$ cat config.mk
export PLATFORM = sky130hd
export DESIGN_NAME = sensor_packetizer_flat
export DESIGN_NICKNAME = d
export VERILOG_FILES = /design/src/rtl/sensor_packetizer_if.sv /design/src/rtl/sensor_packetizer.sv /design/src/flat_wrapper.sv
export SDC_FILE = /design/constraint.sdc
export NUM_CORES = 1
export LEC_CHECK = 0
export ABC_AREA = 1
export BUFFER_PORTS_ARGS = -buffer_cell sky130_fd_sc_hd__buf_2
export CAP_MARGIN = 25
export CORE_ASPECT_RATIO = 1.5
export CORE_UTILIZATION = 40
export CTS_BUF_LIST = sky130_fd_sc_hd__clkbuf_8
export CTS_CLUSTER_DIAMETER = 150
export DETAILED_ROUTE_END_ITERATION = 6
export GPL_ROUTABILITY_DRIVEN = 0
export PLACE_DENSITY_LB_ADDON = 0.12
export SYNTH_ARGS = -nofsm -noshare
export SYNTH_HDL_FRONTEND = slang
export SYNTH_SLANG_ARGS = --single-unit
$ cat constraint.sdc
create_clock -name i_clk -period 3.4 [get_ports i_clk]
set_clock_uncertainty 0.2 [all_clocks]
set_input_delay 0.17 -clock i_clk [delete_from_list [all_inputs] [get_ports i_clk]]
set_output_delay 0.17 -clock i_clk [all_outputs]
set_load 0.03 [all_outputs]
$ cat src/rtl/sensor_packetizer_if.sv
// Sample-in / UART-byte-out signal bundle for sensor_packetizer.
// slave is the packetizer's view; master is the sample source plus uart_send side.
interface sensor_packetizer_if;
   logic [7:0] cc_value;
   logic [7:0] dc_value;
   logic       sample_valid;
   logic       uart_ready;
   logic [7:0] data_byte;
   logic       start_send;
   logic       busy;
   logic [7:0] drop_count;

   modport slave (
      input  cc_value, dc_value, sample_valid, uart_ready,
      output data_byte, start_send, busy, drop_count
   );

   modport master (
      output cc_value, dc_value, sample_valid, uart_ready,
      input  data_byte, start_send, busy, drop_count
   );
endinterface

$ cat src/rtl/sensor_packetizer.sv
// Frames each sample into sync/seq/cc/dc/checksum bytes and paces them into uart_send.
// First start_send 3 clk after sample_valid; samples arriving while busy are dropped and counted.
module sensor_packetizer #(
   parameter logic [7:0]  SYNC_BYTE    = 8'hA5,
   parameter int unsigned BUSY_TIMEOUT = 16
) (
   input logic                i_clk,
   input logic                i_reset,
   sensor_packetizer_if.slave io
);
   localparam int TW = $clog2(BUSY_TIMEOUT + 1);

   typedef enum logic [2:0] {
      S_IDLE, S_LOAD, S_START, S_WAIT_LOW, S_WAIT_HIGH, S_NEXT
   } state_t;

   state_t        r_state;
   logic [7:0]    r_cc_snap;
   logic [7:0]    r_dc_snap;
   logic [7:0]    r_seq;
   logic [7:0]    r_data_byte;
   logic [7:0]    r_drop_count;
   logic [2:0]    r_byte_idx;
   logic [TW-1:0] r_tmo;
   logic          r_start_send;
   logic          r_busy;

   logic [7:0]    w_checksum;
   logic [7:0]    w_byte_mux;
   logic          w_drop;

   assign w_checksum = r_seq + r_cc_snap + r_dc_snap;
   assign w_drop     = io.sample_valid && (r_state != S_IDLE);

   always_comb begin
      w_byte_mux = SYNC_BYTE;
      case (r_byte_idx)
         3'd1:    w_byte_mux = r_seq;
         3'd2:    w_byte_mux = r_cc_snap;
         3'd3:    w_byte_mux = r_dc_snap;
         3'd4:    w_byte_mux = w_checksum;
         default: w_byte_mux = SYNC_BYTE;
      endcase
   end

   always_ff @(posedge i_clk or posedge i_reset) begin
      if (i_reset) begin
         r_state      <= S_IDLE;
         r_cc_snap    <= 8'd0;
         r_dc_snap    <= 8'd0;
         r_seq        <= 8'd0;
         r_data_byte  <= 8'd0;
         r_drop_count <= 8'd0;
         r_byte_idx   <= 3'd0;
         r_tmo        <= '0;
         r_start_send <= 1'b0;
         r_busy       <= 1'b0;
      end else begin
         r_start_send <= 1'b0;
         if (w_drop && (r_drop_count != 8'hFF))
            r_drop_count <= r_drop_count + 8'd1;

         case (r_state)
            S_IDLE: begin
               if (io.sample_valid) begin
                  r_cc_snap  <= io.cc_value;
                  r_dc_snap  <= io.dc_value;
                  r_busy     <= 1'b1;
                  r_byte_idx <= 3'd0;
                  r_state    <= S_LOAD;
               end
            end
            S_LOAD: begin
               r_data_byte <= w_byte_mux;
               r_state     <= S_START;
            end
            S_START: begin
               if (io.uart_ready) begin
                  r_start_send <= 1'b1;
                  r_tmo        <= '0;
                  r_state      <= S_WAIT_LOW;
               end
            end
            S_WAIT_LOW: begin
               // uart_send may never show busy for this byte; give up after the timeout
               if (!io.uart_ready)
                  r_state <= S_WAIT_HIGH;
               else if (r_tmo == TW'(BUSY_TIMEOUT - 1))
                  r_state <= S_NEXT;
               else
                  r_tmo <= r_tmo + TW'(1);
            end
            S_WAIT_HIGH: begin
               if (io.uart_ready)
                  r_state <= S_NEXT;
            end
            S_NEXT: begin
               if (r_byte_idx == 3'd4) begin
                  r_seq   <= r_seq + 8'd1;
                  r_busy  <= 1'b0;
                  r_state <= S_IDLE;
               end else begin
                  r_byte_idx <= r_byte_idx + 3'd1;
                  r_state    <= S_LOAD;
               end
            end
            default: r_state <= S_IDLE;
         endcase
      end
   end

   assign io.data_byte  = r_data_byte;
   assign io.start_send = r_start_send;
   assign io.busy       = r_busy;
   assign io.drop_count = r_drop_count;
endmodule

$ cat src/flat_wrapper.sv
// flat-port wrapper written by rule: the top's interface ports become plain ports
module sensor_packetizer_flat 
#(
   parameter logic [7:0]  SYNC_BYTE    = 8'hA5,
   parameter int unsigned BUSY_TIMEOUT = 16
)
  (i_clk, i_reset, io_cc_value, io_dc_value, io_sample_valid, io_uart_ready, io_data_byte, io_start_send, io_busy, io_drop_count);
  sensor_packetizer_if io_i ();
  input logic i_clk;
  input logic i_reset;
  input wire logic [$bits(io_i.cc_value)-1:0] io_cc_value;
  input wire logic [$bits(io_i.dc_value)-1:0] io_dc_value;
  input wire logic [$bits(io_i.sample_valid)-1:0] io_sample_valid;
  input wire logic [$bits(io_i.uart_ready)-1:0] io_uart_ready;
  output wire logic [$bits(io_i.data_byte)-1:0] io_data_byte;
  output wire logic [$bits(io_i.start_send)-1:0] io_start_send;
  output wire logic [$bits(io_i.busy)-1:0] io_busy;
  output wire logic [$bits(io_i.drop_count)-1:0] io_drop_count;
  assign io_i.cc_value = io_cc_value;
  assign io_i.dc_value = io_dc_value;
  assign io_i.sample_valid = io_sample_valid;
  assign io_i.uart_ready = io_uart_ready;
  assign io_data_byte = io_i.data_byte;
  assign io_start_send = io_i.start_send;
  assign io_busy = io_i.busy;
  assign io_drop_count = io_i.drop_count;
  sensor_packetizer #(.SYNC_BYTE(SYNC_BYTE), .BUSY_TIMEOUT(BUSY_TIMEOUT)) u_core (.i_clk(i_clk), .i_reset(i_reset), .io(io_i));
endmodule
==> results.py <==
metrics = {
    "clocking": {
        "cts_made_buffers": 5,
        "clkTransAtPathRegs_ns": 0.11,
        "htree_levels": 2,
        "post-cts-setup-buffers": 0,
        "cts_sinks": 53,
        "worstSkewPairLatency_ns": 0.32,
        "clk_path_buf_depth": 2,
        "cts_tree": "built",
        "cts-root-buf": "clkbuf_8",
    },
    "cells_and_area": {
        "multi_input_area_um2": 1610,
        "nets": 490,
        "area_delta_synth_final_pct": 19.1,
        "fill_cells": 768,
        "final_util_pct": 49.2,
        "drive_gt1_share_pct": 15.0,
        "regArea_um2": 1330,
        "n_antenna_cell": 0,
    },
    "synthesis": {
        "syn_nets": 430,
        "yosys_warnings": 0,
        "avgSynthCellArea_um2": 8.18,
        "synth_area_leaders": "dfrtp_1, nand2_1, inv_1, ha_1, fa_1",
        "yosysSeqAreaShare_pct": 41.9,
        "yosys.area.top_type": "dfrtp_1",
        "ys_types": 37,
        "syn_inst": 387,
        "netlist.area_leader.share_pct": 41.9,
        "syn_area_um2": 3170,
        "synth-seq-cells": 53,
    },
    "power_and_ir_drop": {
        "ir_worst_vdd_mv": 0.592,
        "p_int_w": 0.00158,
        "p_clk_share_pct": 15.7,
        "swShare_pct": 46.6,
        "powerDensity_nw_per_um2": 783,
        "p_leak_nw": 2.02,
        "p_comb_share_pct": 48.8,
        "power.switching_w": 0.00138,
        "seqPwrFrac_pct": 35.5,
    },
    "floorplanning": {
        "die_h_um": 111,
        "rows": 39,
        "core_um2": 7660,
        "io-pin-count": 38,
        "dieArea_um2": 8280,
        "die-width_um": 74.6,
        "initial_utilization_pct": 41.3,
    },
    "run_status": {
        "status": "finished, final reports clean",
    },
    "global_routing": {
        "grt_max_degree": 34,
        "grt_pass1_vias": 2774,
        "antenna_found_initial": 0,
        "grt_pass1_wl_um": 12900,
        "gr-total-overflow": 0,
        "grt.total_usage_pct": 20.7,
    },
    "timing": {
        "min_period_ns": 2.46,
        "fmax_mhz": 406,
        "setup_ws_ns": 0.938,
        "hold_viol_final": 0,
        "maxSlewHeadroom_pct": 53.5,
        "period_share_pct": 72.4,
        "setup_viol": 0,
        "drv_slew": 0,
        "setup-tns-final_ns": 0,
        "worst_pin_slew_ns": 0.696,
        "rsz0062_at_grt": "false",
    },
    "routing": {
        "wl_met2_um": 3980,
        "drt-met1-wl_um": 3090,
        "routed.top_layer": "met4",
        "routed-wl-met3_um": 214,
        "drt_iter0_markers": 149,
        "via_per_inst": 4.77,
        "drc": 0,
        "finalWirelength_um": 7600,
        "dr.pass1.iters": 4,
        "postRouteAntennaNets": 0,
        "post_drt_wl_per_cell_um": 13.8,
        "dr_total_vias": 2626,
    },
    "setup_path": {
        "cp.arrival_ns": 2.49,
        "critPathKind": "reg2reg",
        "startpoint_type": "register",
        "required_ns": 3.42,
        "crit_fanout": 4,
        "end_kind": "register",
    },
    "flow_run": {
        "drv_cap": 0,
    },
    "placement": {
        "dp_hpwl_um": 5790,
        "dp_worst_setup_slack_ns": 0.932,
        "io_buffers": 37,
    },
    "hold_path": {
        "hp-class": "in2reg",
    },
}
-- through the flow --
step           hold WS [ns]  cells  instance area, um2  power [W]
6_report              0.114    550                3770    0.00295
5_1_grt               0.130    550                3770    0.00323
4_1_cts               0.100    550                3770    0.00299
3_5_place_dp          0.133    524                3470    0.00250
3_3_place_gp          0.136    524                3470    0.00248
2_1_floorplan        0.0794    387                3170    0.00209
-- per-layer routing --
layer | vias to the layer above | global-route usage (%)
li1 | 1336 | -
met1 | 1228 | 24.1
met2 | 45 | 35.7
met3 | 17 | 3.64
met4 | 0 | 9.81
met5 | - | 0
-- power groups by stage --
stage / sequential [W] / clock (W) / combinational (W)
5_1_grt: 0.00108 / 0.000499 / 0.00165
3_5_place_dp: 0.00106 / 0 / 0.00144
3_3_place_gp: 0.00106 / 0 / 0.00142
2_1_floorplan: 0.00115 / 0 / 0.000943
4_1_cts: 0.00105 / 0.000476 / 0.00146
6_report: 0.00105 / 0.000464 / 0.00144
-- area by class of cell --
class | instances | area share (%)
well taps | 102 | 3.38
flip-flops and latches | 53 | 35.2
multi-input cells | 275 | 42.7
clock inverters | 2 | 0.995
clock buffers | 6 | 2.19
repair buffers | 57 | 10.1
inverters | 55 | 5.47
-- placed cells by master (no fill, tap or decap), types with 8 or more instances in the layout --
master / n
nand2_1: 138
dfrtp_1: 53
inv_1: 51
buf_2: 37
nor2_1: 18
dlygate4sd3_1: 18
o21ai_0: 15
ha_1: 15
nand3_1: 14
xor2_1: 13
a21oi_1: 11
fa_1: 8
-- worst max-delay path: stages (launching register included) --
cell       delay [ns]
dfrtp_1          0.39
inv_1            0.09
fa_1             0.47
inv_1            0.07
ha_1             0.18
inv_1            0.06
fa_1             0.37
inv_1            0.12
a21oi_1          0.07
o21ai_0          0.10
o2111ai_1        0.12
nand2_1          0.08
nand2_1          0.05
-- cells in the mapped netlist (all sizes together) --
cell type    n
o2111ai      2
o31ai        1
nand2      141
dfrtp       53
o22a         1
o21ai       17
or2          3
fa           8
o22ai        3
xnor2        3
nand3b       1
xor2        13
nor3         6
a2bb2oi      1
a21oi       11
nand4        7
and3         1
a21boi       1
ha          15
nor2        22
o211ai       1
inv         55
buf          4
nand3       17
-- sequential cells by signal, indices dropped and copies added, names as in the netlist --
signal                cells
u_core.r_cc_snap          8
u_core.r_byte_idx         3
u_core.io.data_byte       8
u_core.io.start_send      1
u_core.r_tmo              5
u_core.r_seq              8
u_core.io.drop_count      8
u_core.r_state            3
u_core.io.busy            1
u_core.r_dc_snap          8
-- timing repair --
item	CTS	global route
hold buffers	18	0
hold endpoints to repair	50	0
resized for setup	0	0
-- cell families (layout without fill, tap and decap cells) --
logic type,after synthesis,count (layout),synth area share [%]
buffers and inverters,59,120,7.23
AOI/OAI and AO/OA,38,38,7.00
DFF,53,53,41.9
adders and majority gates,23,23,11.0
and+or+nand+nor,198,198,28.5
xor gates and xnor gates,16,16,4.43
-- final timing paths --
check | slack (ns) | cells past startpoint | startpoint | end
worst max-delay path | 0.94 | 12 | u_core.r_seq[1] | u_core.io.data_byte[3]
worst min-delay path | 0.11 | 5 | io_sample_valid | u_core.r_cc_snap[7]
worst max register to register | 0.94 | 12 | u_core.r_seq[1] | u_core.io.data_byte[3]
worst min register to register | 0.29 | 2 | u_core.io.busy | u_core.io.busy
max in group asynchronous | 1.94 | 4 | i_reset | u_core.r_dc_snap[7]
min in group asynchronous | 0.30 | 3 | i_reset | u_core.io.start_send
Note: power is estimated with default switching activity, not from simulation.
